[config.mk]
export PLATFORM = sky130hd
export DESIGN_NAME = alu_muldiv_ctrl
export DESIGN_NICKNAME = d
export VERILOG_FILES = /design/src/rtl/alu_muldiv_ctrl_pkg.sv /design/src/rtl/alu_muldiv_ctrl_muldiv_iter.sv /design/src/rtl/alu_muldiv_ctrl.sv
export SDC_FILE = /design/constraint.sdc
export NUM_CORES = 1
export LEC_CHECK = 0
export ABC_AREA = 1
export BUFFER_PORTS_ARGS = -buffer_cell sky130_fd_sc_hd__buf_2
export CORE_UTILIZATION = 40
export DETAILED_ROUTE_END_ITERATION = 8
export PLACE_DENSITY = 0.59
export SYNTH_ARGS = -nofsm -noshare
export SYNTH_HDL_FRONTEND = slang
export SYNTH_HIERARCHICAL = 1
export SYNTH_SLANG_ARGS = --single-unit
[constraint.sdc]
create_clock -name clk -period 5.2 [get_ports clk]
set_clock_uncertainty 0.15 [all_clocks]
set_input_delay 0.52 -clock clk [delete_from_list [all_inputs] [get_ports clk]]
set_output_delay 0.52 -clock clk [all_outputs]
set_load 0.02 [all_outputs]
[src/rtl/alu_muldiv_ctrl_pkg.sv]
// Shared encodings for the ALU control / multiply-divide unit:
// main-decoder classes, R-type funct codes, ALU operation codes, sequencer states.
package alu_muldiv_ctrl_pkg;

  // Main-decoder classes carried on aluop
  localparam logic [1:0] ALUOP_ADD   = 2'b00;
  localparam logic [1:0] ALUOP_SUB   = 2'b01;
  localparam logic [1:0] ALUOP_RTYPE = 2'b10;
  localparam logic [1:0] ALUOP_LOGI  = 2'b11;

  // R-type funct codes
  localparam logic [5:0] F_MULT  = 6'b011000;
  localparam logic [5:0] F_MULTU = 6'b011001;
  localparam logic [5:0] F_DIV   = 6'b011010;
  localparam logic [5:0] F_DIVU  = 6'b011011;
  localparam logic [5:0] F_ADD   = 6'b100000;
  localparam logic [5:0] F_SUB   = 6'b100010;
  localparam logic [5:0] F_AND   = 6'b100100;
  localparam logic [5:0] F_OR    = 6'b100101;
  localparam logic [5:0] F_XOR   = 6'b100110;
  localparam logic [5:0] F_NOR   = 6'b100111;
  localparam logic [5:0] F_SLT   = 6'b101010;
  localparam logic [5:0] F_SLTU  = 6'b101011;

  // ALU operation codes
  localparam logic [3:0] OP_AND  = 4'b0000;
  localparam logic [3:0] OP_OR   = 4'b0001;
  localparam logic [3:0] OP_ADD  = 4'b0010;
  localparam logic [3:0] OP_XOR  = 4'b0011;
  localparam logic [3:0] OP_SUB  = 4'b0110;
  localparam logic [3:0] OP_SLT  = 4'b0111;
  localparam logic [3:0] OP_NOR  = 4'b1100;
  localparam logic [3:0] OP_SLTU = 4'b1111;

  // Multiply/divide sequencer states
  typedef enum logic [2:0] {
    ST_IDLE = 3'd0,
    ST_MUL  = 3'd1,
    ST_DIV  = 3'd2,
    ST_FIX  = 3'd3,
    ST_DONE = 3'd4
  } md_state_e;

  // Returns {illegal, op}; unknown R-type funct falls back to add and flags illegal
  function automatic logic [4:0] alu_decode(input logic [1:0] aluop, input logic [5:0] funct);
    logic [4:0] r;
    r = {1'b0, OP_ADD};
    case (aluop)
      ALUOP_ADD:  r = {1'b0, OP_ADD};
      ALUOP_SUB:  r = {1'b0, OP_SUB};
      ALUOP_LOGI: r = {1'b0, OP_OR};
      default: begin
        case (funct)
          F_ADD:  r = {1'b0, OP_ADD};
          F_SUB:  r = {1'b0, OP_SUB};
          F_AND:  r = {1'b0, OP_AND};
          F_OR:   r = {1'b0, OP_OR};
          F_XOR:  r = {1'b0, OP_XOR};
          F_NOR:  r = {1'b0, OP_NOR};
          F_SLT:  r = {1'b0, OP_SLT};
          F_SLTU: r = {1'b0, OP_SLTU};
          F_MULT, F_MULTU, F_DIV, F_DIVU: r = {1'b0, OP_ADD};
          default: r = {1'b1, OP_ADD};
        endcase
      end
    endcase
    return r;
  endfunction

endpackage

[src/rtl/alu_muldiv_ctrl_muldiv_iter.sv]
// Iterative unsigned multiply/divide datapath: one shift-add or restoring
// shift-subtract step per cycle, with its own step counter.
module muldiv_iter
  import alu_muldiv_ctrl_pkg::*;
#(
  parameter int WIDTH = 32
) (
  input  logic             clk,
  input  logic             load,
  input  logic             mul,
  input  logic [WIDTH-1:0] op_a,
  input  logic [WIDTH-1:0] op_b,
  input  logic             step,
  output logic             last,
  output logic [WIDTH-1:0] res_hi,
  output logic [WIDTH-1:0] res_lo
);

  localparam int CW = $clog2(WIDTH);

  logic             mul_q, mul_d;
  logic [WIDTH-1:0] acc_q, acc_d;
  logic [WIDTH-1:0] low_q, low_d;
  logic [WIDTH-1:0] opd_q, opd_d;
  logic [CW-1:0]    cnt_q, cnt_d;
  logic [WIDTH:0]   sum;
  logic [WIDTH:0]   rem_sh;
  logic [WIDTH:0]   diff;

  // Next-state of the shared accumulator/low word for a multiply or divide step
  always_comb begin
    mul_d  = mul_q;
    acc_d  = acc_q;
    low_d  = low_q;
    opd_d  = opd_q;
    cnt_d  = cnt_q;
    sum    = {1'b0, acc_q} + {1'b0, (low_q[0] ? opd_q : '0)};
    rem_sh = {acc_q, low_q[WIDTH-1]};
    diff   = rem_sh - {1'b0, opd_q};
    if (load) begin
      mul_d = mul;
      acc_d = '0;
      low_d = mul ? op_b : op_a;
      opd_d = mul ? op_a : op_b;
      cnt_d = '0;
    end else if (step) begin
      cnt_d = cnt_q + CW'(1);
      if (mul_q) begin
        {acc_d, low_d} = {sum, low_q[WIDTH-1:1]};
      end else if (!diff[WIDTH]) begin
        acc_d = diff[WIDTH-1:0];
        low_d = {low_q[WIDTH-2:0], 1'b1};
      end else begin
        acc_d = rem_sh[WIDTH-1:0];
        low_d = {low_q[WIDTH-2:0], 1'b0};
      end
    end
  end

  // Datapath registers; loaded at launch, so no reset needed
  always_ff @(posedge clk) begin
    mul_q <= mul_d;
    acc_q <= acc_d;
    low_q <= low_d;
    opd_q <= opd_d;
    cnt_q <= cnt_d;
  end

  assign last   = (cnt_q == CW'(WIDTH - 1));
  assign res_hi = acc_q;
  assign res_lo = low_q;

endmodule

[src/rtl/alu_muldiv_ctrl.sv]
// ALU control decode plus multiply/divide sequencer producing hi/lo results.
module alu_muldiv_ctrl
  import alu_muldiv_ctrl_pkg::*;
#(
  parameter int WIDTH = 32,
  parameter int OPW   = 4
) (
  input  logic             clk,
  input  logic             rst,
  input  logic [1:0]       aluop,
  input  logic [5:0]       funct,
  input  logic             start,
  input  logic [WIDTH-1:0] a,
  input  logic [WIDTH-1:0] b,
  output logic [OPW-1:0]   alu_operation,
  output logic             illegal,
  output logic             busy,
  output logic             done,
  output logic [WIDTH-1:0] hi,
  output logic [WIDTH-1:0] lo
);

  function automatic logic [WIDTH-1:0] apply_sign(input logic neg, input logic [WIDTH-1:0] v);
    return neg ? (-v) : v;
  endfunction

  function automatic logic [2*WIDTH-1:0] apply_sign_wide(input logic neg, input logic [2*WIDTH-1:0] v);
    return neg ? (-v) : v;
  endfunction

  md_state_e        state_q, state_d;
  logic [OPW-1:0]   alu_op_q, alu_op_d;
  logic             illegal_q, illegal_d;
  logic             busy_q, busy_d;
  logic             done_q, done_d;
  logic [WIDTH-1:0] hi_q, hi_d;
  logic [WIDTH-1:0] lo_q, lo_d;
  logic             op_mul_q, op_mul_d;
  logic             neg_res_q, neg_res_d;
  logic             neg_rem_q, neg_rem_d;
  logic             dz_q, dz_d;
  logic [WIDTH-1:0] a_q, a_d;

  logic [4:0]       dec;
  logic             is_md, md_mul, md_signed, launch;
  logic [WIDTH-1:0] a_mag, b_mag;
  logic             it_step, it_last;
  logic [WIDTH-1:0] it_hi, it_lo;
  logic [2*WIDTH-1:0] prod_fix;

  // Registered ALU decode, independent of the sequencer
  always_comb begin
    dec       = alu_decode(aluop, funct);
    illegal_d = dec[4];
    alu_op_d  = OPW'(dec[3:0]);
  end

  // Launch qualification and operand magnitudes
  always_comb begin
    is_md     = (aluop == ALUOP_RTYPE) &&
                (funct == F_MULT || funct == F_MULTU || funct == F_DIV || funct == F_DIVU);
    md_mul    = (funct == F_MULT) || (funct == F_MULTU);
    md_signed = (funct == F_MULT) || (funct == F_DIV);
    launch    = start && (state_q == ST_IDLE) && is_md;
    a_mag     = apply_sign(md_signed && a[WIDTH-1], a);
    b_mag     = apply_sign(md_signed && b[WIDTH-1], b);
  end

  assign it_step  = (state_q == ST_MUL) || (state_q == ST_DIV);
  assign prod_fix = apply_sign_wide(neg_res_q, {it_hi, it_lo});

  muldiv_iter #(.WIDTH(WIDTH)) u_iter (
    .clk    (clk),
    .load   (launch),
    .mul    (md_mul),
    .op_a   (a_mag),
    .op_b   (b_mag),
    .step   (it_step),
    .last   (it_last),
    .res_hi (it_hi),
    .res_lo (it_lo)
  );

  // Sequencer next state and result write-back
  always_comb begin
    state_d   = state_q;
    hi_d      = hi_q;
    lo_d      = lo_q;
    op_mul_d  = op_mul_q;
    neg_res_d = neg_res_q;
    neg_rem_d = neg_rem_q;
    dz_d      = dz_q;
    a_d       = a_q;
    case (state_q)
      ST_IDLE: begin
        if (launch) begin
          op_mul_d  = md_mul;
          neg_res_d = md_signed && (a[WIDTH-1] ^ b[WIDTH-1]);
          neg_rem_d = md_signed && a[WIDTH-1];
          dz_d      = !md_mul && (b == '0);
          a_d       = a;
          if (md_mul)         state_d = ST_MUL;
          else if (b == '0)   state_d = ST_FIX;
          else                state_d = ST_DIV;
        end
      end
      ST_MUL, ST_DIV: begin
        if (it_last) state_d = ST_FIX;
      end
      ST_FIX: begin
        if (dz_q) begin
          hi_d = a_q;
          lo_d = '1;
        end else if (op_mul_q) begin
          {hi_d, lo_d} = prod_fix;
        end else begin
          hi_d = apply_sign(neg_rem_q, it_hi);
          lo_d = apply_sign(neg_res_q, it_lo);
        end
        state_d = ST_DONE;
      end
      ST_DONE: state_d = ST_IDLE;
      default: state_d = ST_IDLE;
    endcase
    busy_d = (state_d != ST_IDLE);
    done_d = (state_d == ST_DONE);
  end

  // State and registered outputs; reset wins over any same-cycle launch
  always_ff @(posedge clk) begin
    if (rst) begin
      state_q   <= ST_IDLE;
      alu_op_q  <= OPW'(OP_ADD);
      illegal_q <= 1'b0;
      busy_q    <= 1'b0;
      done_q    <= 1'b0;
      hi_q      <= '0;
      lo_q      <= '0;
      op_mul_q  <= 1'b0;
      neg_res_q <= 1'b0;
      neg_rem_q <= 1'b0;
      dz_q      <= 1'b0;
    end else begin
      state_q   <= state_d;
      alu_op_q  <= alu_op_d;
      illegal_q <= illegal_d;
      busy_q    <= busy_d;
      done_q    <= done_d;
      hi_q      <= hi_d;
      lo_q      <= lo_d;
      op_mul_q  <= op_mul_d;
      neg_res_q <= neg_res_d;
      neg_rem_q <= neg_rem_d;
      dz_q      <= dz_d;
    end
  end

  // Captured dividend for the divide-by-zero result
  always_ff @(posedge clk) begin
    a_q <= a_d;
  end

  assign alu_operation = alu_op_q;
  assign illegal       = illegal_q;
  assign busy          = busy_q;
  assign done          = done_q;
  assign hi            = hi_q;
  assign lo            = lo_q;

endmodule

==> results of run 1 <==
## metal layers
metal,vias to the layer above,global-route usage (%),routed length (um)
li1,9643,-,-
met1,9346,45.7,34800
met5,-,0,0
met3,118,2.42,4730
met2,763,53.5,34700
met4,0,13.7,3510
## stage by stage
| stage | util [%] | cell area [um^2] |
|---|---|---|
| finish | 45.6 | 20200 |
| global route | 45.6 | 20200 |
| CTS | 45.6 | 20200 |
| detailed placement | 43.5 | 19300 |
| global placement | 43.5 | 19300 |
| floorplan | - | 18100 |
## path summary, 6_finish.rpt
check | end | cells after the start | slack (ns)
worst min-delay path | a_q[29] | 1 | 0.01
worst min register to register | hi[3] | 2 | 0.31
worst max register to register | u_iter/res_hi[29] | 18 | 1.86
worst max-delay path | u_iter/res_hi[29] | 18 | 1.86
## flip-flops by register name, indices dropped and copies added (netlist names)
name and cells:
hi 32, u_iter/cnt_q 5, op_mul_q 1, u_iter/mul_q 1, lo 32, illegal 1
u_iter/opd_q 32, u_iter/res_lo 32, alu_operation 4, a_q 32, busy 1, u_iter/res_hi 32
state_q 3, dz_q 1, neg_rem_q 1, done 1, neg_res_q 1
## cells by family (layout without fill, tap and decap cells)
logic type | count (synthesis) | in the layout | synth area share (%)
adders and majority gates | 72 | 72 | 5.05
and+or+nand+nor | 1527 | 1527 | 35.1
DFF | 212 | 212 | 28.8
xor gates and xnor gates | 98 | 98 | 4.74
AOI/OAI and AO/OA | 474 | 474 | 14.7
buffers and inverters | 545 | 668 | 11.6
## cell usage in the layout, fill, tap and decap left out, types with 8 or more instances in the layout
master | netlist | layout
a21oi_1 | 164 | 164
nor2_1 | 330 | 329
nor2_2 | 14 | 14
dfxtp_1 | 115 | 115
buf_2 | 14 | 145
o211ai_1 | 16 | 16
clkbuf_1 | 60 | 10
o22ai_1 | 32 | 32
nand3_1 | 183 | 183
nor3_1 | 32 | 32
inv_2 | 12 | 14
nand2_2 | 10 | 10
o21ai_0 | 182 | 182
nand3b_1 | 13 | 13
nand2_1 | 866 | 866
nor4_1 | 9 | 9
xor2_1 | 60 | 60
o21ai_1 | 14 | 14
xnor2_1 | 38 | 38
buf_4 | 4 | 16
o221ai_1 | 29 | 29
edfxtp_1 | 97 | 97
nand4_1 | 44 | 44
inv_1 | 440 | 438
ha_1 | 70 | 70
o21a_1 | 8 | 8
clkbuf_16 | 0 | 27
## area by class of cell
class                   count  area (um^2)  area share (%)
well taps                 592          741            3.66
inverters                 454         1700            8.42
flip-flops and latches    212         5220            25.8
repair buffers            164          876            4.33
clock buffers              41          768            3.79
clock inverters             9          121           0.599
multi-input cells        2171        10800            53.5
## power by group
| group | total, mW | switching (mW) | internal (mW) | leakage [nW] |
|---|---|---|---|---|
| Combinational | 1.77 | 1.21 | 0.560 | 8.04 |
| Sequential | 2.01 | 0.203 | 1.81 | 1.81 |
| Clock | 1.93 | 0.804 | 1.12 | 0.436 |
| Total | 5.71 | 2.22 | 3.49 | 10.3 |
==> run metrics, run 1 <==
critical path class register to register; top-area cell type share of the netlist area 17.9%; Worst VDD drop 0.223 mV; WL/cell 21.3 um; Post-DRT Antenna Nets 0; number of global-route vias before repair 18678; die area 46200 um^2; initial antenna violation count 0; number of I/O pins 146; synth top area cells nand2_1, edfxtp_1, dfxtp_1; most common library cells after synthesis nand2_1, inv_1, nor2_1; critical path buffer and inverter count 3; post-synth top area cell nand2_1; clk_lat worst skew 0.58 ns; fin crit period 3.34 ns; Avg Inst Size Synth 6.19 um^2; hpwl dp 62.2 mm; Rows 77; sequential area share after synthesis 28.8%; Pwr per Cell Area 282 nW/um^2; Worst path top cell family by delay simple AND/OR/NAND/NOR gates; die span in x 215 um; ys async rst share 0%; total grt overflow 0; first-pass GRT wire length 116 mm; worst-case clock buffer depth 3; I/O Buffers 145; gpl congestion 1.01; via count 19870; Worst EP required 5.53 ns; fillers 4844; max_slew headroom 26.5%; H-Tree Depth 1; Post-CTS Setup Bufs 0; initial DRC count 1998; Yosys reg bits 212; crit path DAT 3.67 ns; most used cell, CP nand2_1; critical register-to-register path startpoint u_iter/res_lo[0]; GRT Total Usage 33.2%; CORE AREA 44400 um^2; worst setup margin 1.86 ns; # resized after CTS 0; routed wire length 77.7 mm; Pre-antenna DRT Iters 6; Final setup viols 0; detail-routed via count per cell 5.45; PnR Total Power 5.71 mW; Residual DRC 0; max-cap violations 0; TritonCTS clock tree yes; Final Hold Fails 0; critical path's slowest cell edfxtp_1; total negative slack 0 ns; Gate Count Post-Synth 2928; Post-CTS Hold Buffers 3; Post-Layout Cell Count 3643; Worst setup EP type register; CTS root buf clkbuf_16; area grow syn2layout 11.7%; CP Launch Type register; Worst Max-Slew Pin Slew 1.10 ns; # diodes 0; Clock Pin Slew Worst Setup and Hold Paths 0.07 ns; CTS buffer count 27; maximum clock rate 299 MHz; Hold Path Class input port to register; crit path cell chain buf_4 > nand2_1 > inv_1 > ha_1 > fa_1 > nand3_1 > nand2_1 > nand3_1 > nand2_1 > nand2_1 > nand2_1 > nand3_1 > nand2_1 > nand2_1 > nand3_1 > nand3_1 > nand2_1 > inv_1; CTS Sinks 212; EDFF count, synth 97; Main synth FF type dfxtp_1; Die H 215 um; placed cell count 3590; Final Cycle Share 64.2%; synthesized area 18100 um^2; share of cells above drive strength 1 8.46%; Static Leak 10.3 nW; most common cell in the netlist nand2_1; Starting Density 40.8%; outcome finished, final reports clean; max-slew violations 0; Mapped Nets 3075; Worst Path Max Fanout 19; RSZ-0062 raised after global routing false; Cell variety after synth 54; Hold Startpoint a[29]; Synth Warn # 6; largest net degree at the start of global routing 66; slowest stage delay, CP 0.75 ns; Critical Path Source u_iter/res_lo[0]; hold slack 0.00976 ns; final net count 3177; dpl ws 1.92 ns
(Power assumes the default switching activity.)
==> run 2, diff against run 1 <==
--- a/config.mk
+++ b/config.mk
@@ -5,7 +5,7 @@
 export SDC_FILE = /design/constraint.sdc
 export NUM_CORES = 1
 export LEC_CHECK = 0
-export ABC_AREA = 1
+export ABC_AREA = 0
 export BUFFER_PORTS_ARGS = -buffer_cell sky130_fd_sc_hd__buf_2
 export CORE_UTILIZATION = 40
 export DETAILED_ROUTE_END_ITERATION = 8
==> constraint.sdc (replaced) <==
create_clock -name clk -period 3.2 [get_ports clk]
set_clock_uncertainty 0.15 [all_clocks]
set_input_delay 0.32 -clock clk [delete_from_list [all_inputs] [get_ports clk]]
set_output_delay 0.32 -clock clk [all_outputs]
set_load 0.02 [all_outputs]
==> run 2 against run 1 <==
  * The flow now finishes with violations (negative setup slack)
  * Fmax is 0.79% lower
  * Worst setup slack worse by 2.0 ns
  * Wire length is 13% lower
  * Sequential share of layout area is 2.0 points lower
  * Global-route usage is 1.8 points lower
  * Critical path depth is 4 lower
  * Power is 84% higher
  * Count of clock-buffer cells in the layout is 10 lower
==> run metrics, run 2 <==
outcome complete, but fails checks; failing checks negative setup slack; Final Cycle Share 105%; Static Leak 8.68 nW; clk_lat worst skew 0.56 ns; worst-case clock buffer depth 3; total grt overflow 0; post-layout util 53.9%; post-synth top area cell edfxtp_1; Final Hold Fails 0; design area 22000 um^2; Starting Density 40.5%; Worst Max-Slew Pin Slew 1.04 ns; fin crit period 3.37 ns; most common cell after layout, fill and taps aside buf_4; synthesized area 16500 um^2; H-Tree Depth 1; largest net degree at the start of global routing 101; critical path's slowest cell edfxtp_1; Rows 74; crit path DAT 3.65 ns; crit path cell chain ha_2 > fa_2 > nor2b_4 > o2111ai_4 > a211oi_4 > o31ai_4 > a21oi_4 > buf_6 > o41ai_4 > buf_6 > nor2_4 > clkbuf_16 > mux2i_1 > a21oi_1; TritonCTS clock tree yes; area grow syn2layout 33.1%; number of global-route vias before repair 16364; EDFF count, synth 97; Setup crit end u_iter/res_hi[10]; most frequent cells in the layout buf_4, buf_2, a21oi_1; worst r2r dst u_iter/res_hi[10]; fillers 3836; CTS root buf clkbuf_16; Clock Pin Slew Worst Setup and Hold Paths 0.06 ns; max-cap violations 0; Residual DRC 0; via count 17387; critical register-to-register path startpoint u_iter/opd_q[0]; CTS buffer count 25; first-pass GRT wire length 99.6 mm; max-slew violations 0; CTS Sinks 212; WL/cell 23.6 um; max_slew headroom 30.1%; critical path buffer and inverter count 3; CORE AREA 40700 um^2; Pre-antenna DRT Iters 6; worst setup margin -0.166 ns; initial DRC count 1860; CP Launch Type register; Crit. path cell count 14; critical path class register to register; Synth Warn # 6; initial antenna violation count 2; detail-routed via count per cell 6.06; most common cell in the netlist a21oi_1; slowest stage delay, CP 0.41 ns; Die H 205 um; maximum clock rate 297 MHz; Avg Inst Size Synth 8.55 um^2; sequential area share after synthesis 31.6%; routed wire length 67.9 mm; I/O Buffers 145; share of cells above drive strength 1 29.2%; RSZ-0062 raised after global routing true; Cell variety after synth 97; top-area cell type share of the netlist area 17.7%; final net count 2465; most used cell, CP buf_6; Worst VDD drop 0.346 mV; synth top area cells edfxtp_1, dfxtp_1, ha_1; placed cell area 19700 um^2; most common library cells after synthesis a21oi_1, nor2_1, nand2_1; Post-DRT Antenna Nets 0; gpl congestion 0.972; r2r worst-path depth 14; Worst path top cell family by delay compound AO/OA/AOI/OAI gates; hpwl dp 52.6 mm; die span in x 205 um; Yosys reg bits 212; Pwr per Cell Area 478 nW/um^2; Final setup viols 32; Worst EP required 3.49 ns; GRT Total Usage 31.4%; Mapped Nets 2077; die area 42100 um^2; Worst setup EP type register; Critical Path Source u_iter/opd_q[0]; Gate Count Post-Synth 1930; ys async rst share 0%; dpl ws -0.322 ns; number of I/O pins 146; Hold Path Class input port to register; Worst R2R Setup Slack -0.17 ns; Worst Path Max Fanout 4; Main synth FF type dfxtp_1
==> run 2: cell types whose count changed in the layout (fill, tap and decap cells not counted), sizes merged, moves of 76 or more <==
| cell | change |
|---|---|
| nand2 | -749 |
| inv | -382 |
| buf | +276 |
| nor2 | -210 |
| nand3 | -146 |
| o21ai | -81 |
| a211oi | +76 |
==> run 2: timing repair <==
| action | CTS | global route |
|---|---|---|
| hold buffers | 36 | 0 |
| setup buffers | 11 | 12 |
| resized for setup | 81 | 81 |
| hold endpoints to repair | 37 | 0 |
| gates cloned | 0 | 3 |
| endpoints found under the setup margin | 42 | 60 |
| pin swaps | 28 | 61 |
==> run 2: area by class of cell <==
type	count	area [um^2]	share of cell area (%)
well taps	532	666	3.03
clock inverters	15	188	0.855
diodes	1	2.50	0.0114
flip-flops and latches	212	5220	23.8
clock buffers	31	678	3.09
multi-input cells	1531	11400	51.9
repair buffers	476	3540	16.1
inverters	72	274	1.25
==> run 2: worst min path at each step <==
stage | startpoint | slack (ns) | cells past startpoint | end
final | funct[1] | 0.04 | 3 | alu_operation[3]
after floorplan | aluop[0] | 0.25 | 1 | illegal
after CTS | funct[1] | 0.01 | 3 | alu_operation[3]
after detailed placement | hi[24] | 0.32 | 2 | hi[24]
after global routing | funct[1] | 0.03 | 3 | alu_operation[3]
after global placement | hi[20] | 0.31 | 2 | hi[20]
==> run 2: cell families (layout without fill, tap and decap cells) <==
kind of cell,after synthesis,count (layout),synth area share [%]
buffers and inverters,187,594,4.54
adder cells (fa/ha/maj),72,72,5.55
AO/OA/AOI/OAI,610,610,25.0
other,0,1,0
multiplexers,93,93,5.99
XOR/XNOR,157,157,8.33
flip-flops,212,212,31.6
AND/OR/NAND/NOR,599,599,19.0
==> run 2: power breakdown <==
part           internal (mW)  total [mW]  switching, mW
combinational           1.97        4.30           2.32
sequential              2.96        3.12          0.159
clock                   1.83        3.07           1.23
==> run 2: worst min-delay path: stages <==
cell	delay [ns]
buf_2	0.18
nand3b_1	0.14
nor3_1	0.06
==> run 2: layer usage <==
layer | routed length [um] | vias to the layer above | track usage (%)
li1 | - | 7998 | -
met1 | 30100 | 8401 | 45.2
met2 | 29800 | 861 | 48.1
met3 | 5690 | 127 | 4.10
met4 | 2270 | 0 | 10.1
met5 | 0 | - | 0
==> run 2: metrics by stage <==
| step | total power, mW | hold slack [ns] | setup TNS (ns) | instances |
|---|---|---|---|---|
| 6_report | 10.5 | 0.0423 | -2.97 | 2870 |
| 5_1_grt | 10.9 | 0.0336 | -5.92 | 2869 |
| 4_1_cts | 10.2 | 0.0143 | -0.127 | 2856 |
| 3_5_place_dp | 6.85 | 0.320 | -8.00 | 2765 |
| 3_3_place_gp | 6.83 | 0.313 | -5.93 | 2765 |
| 2_1_floorplan | 5.23 | 0.247 | -26.16 | 1930 |
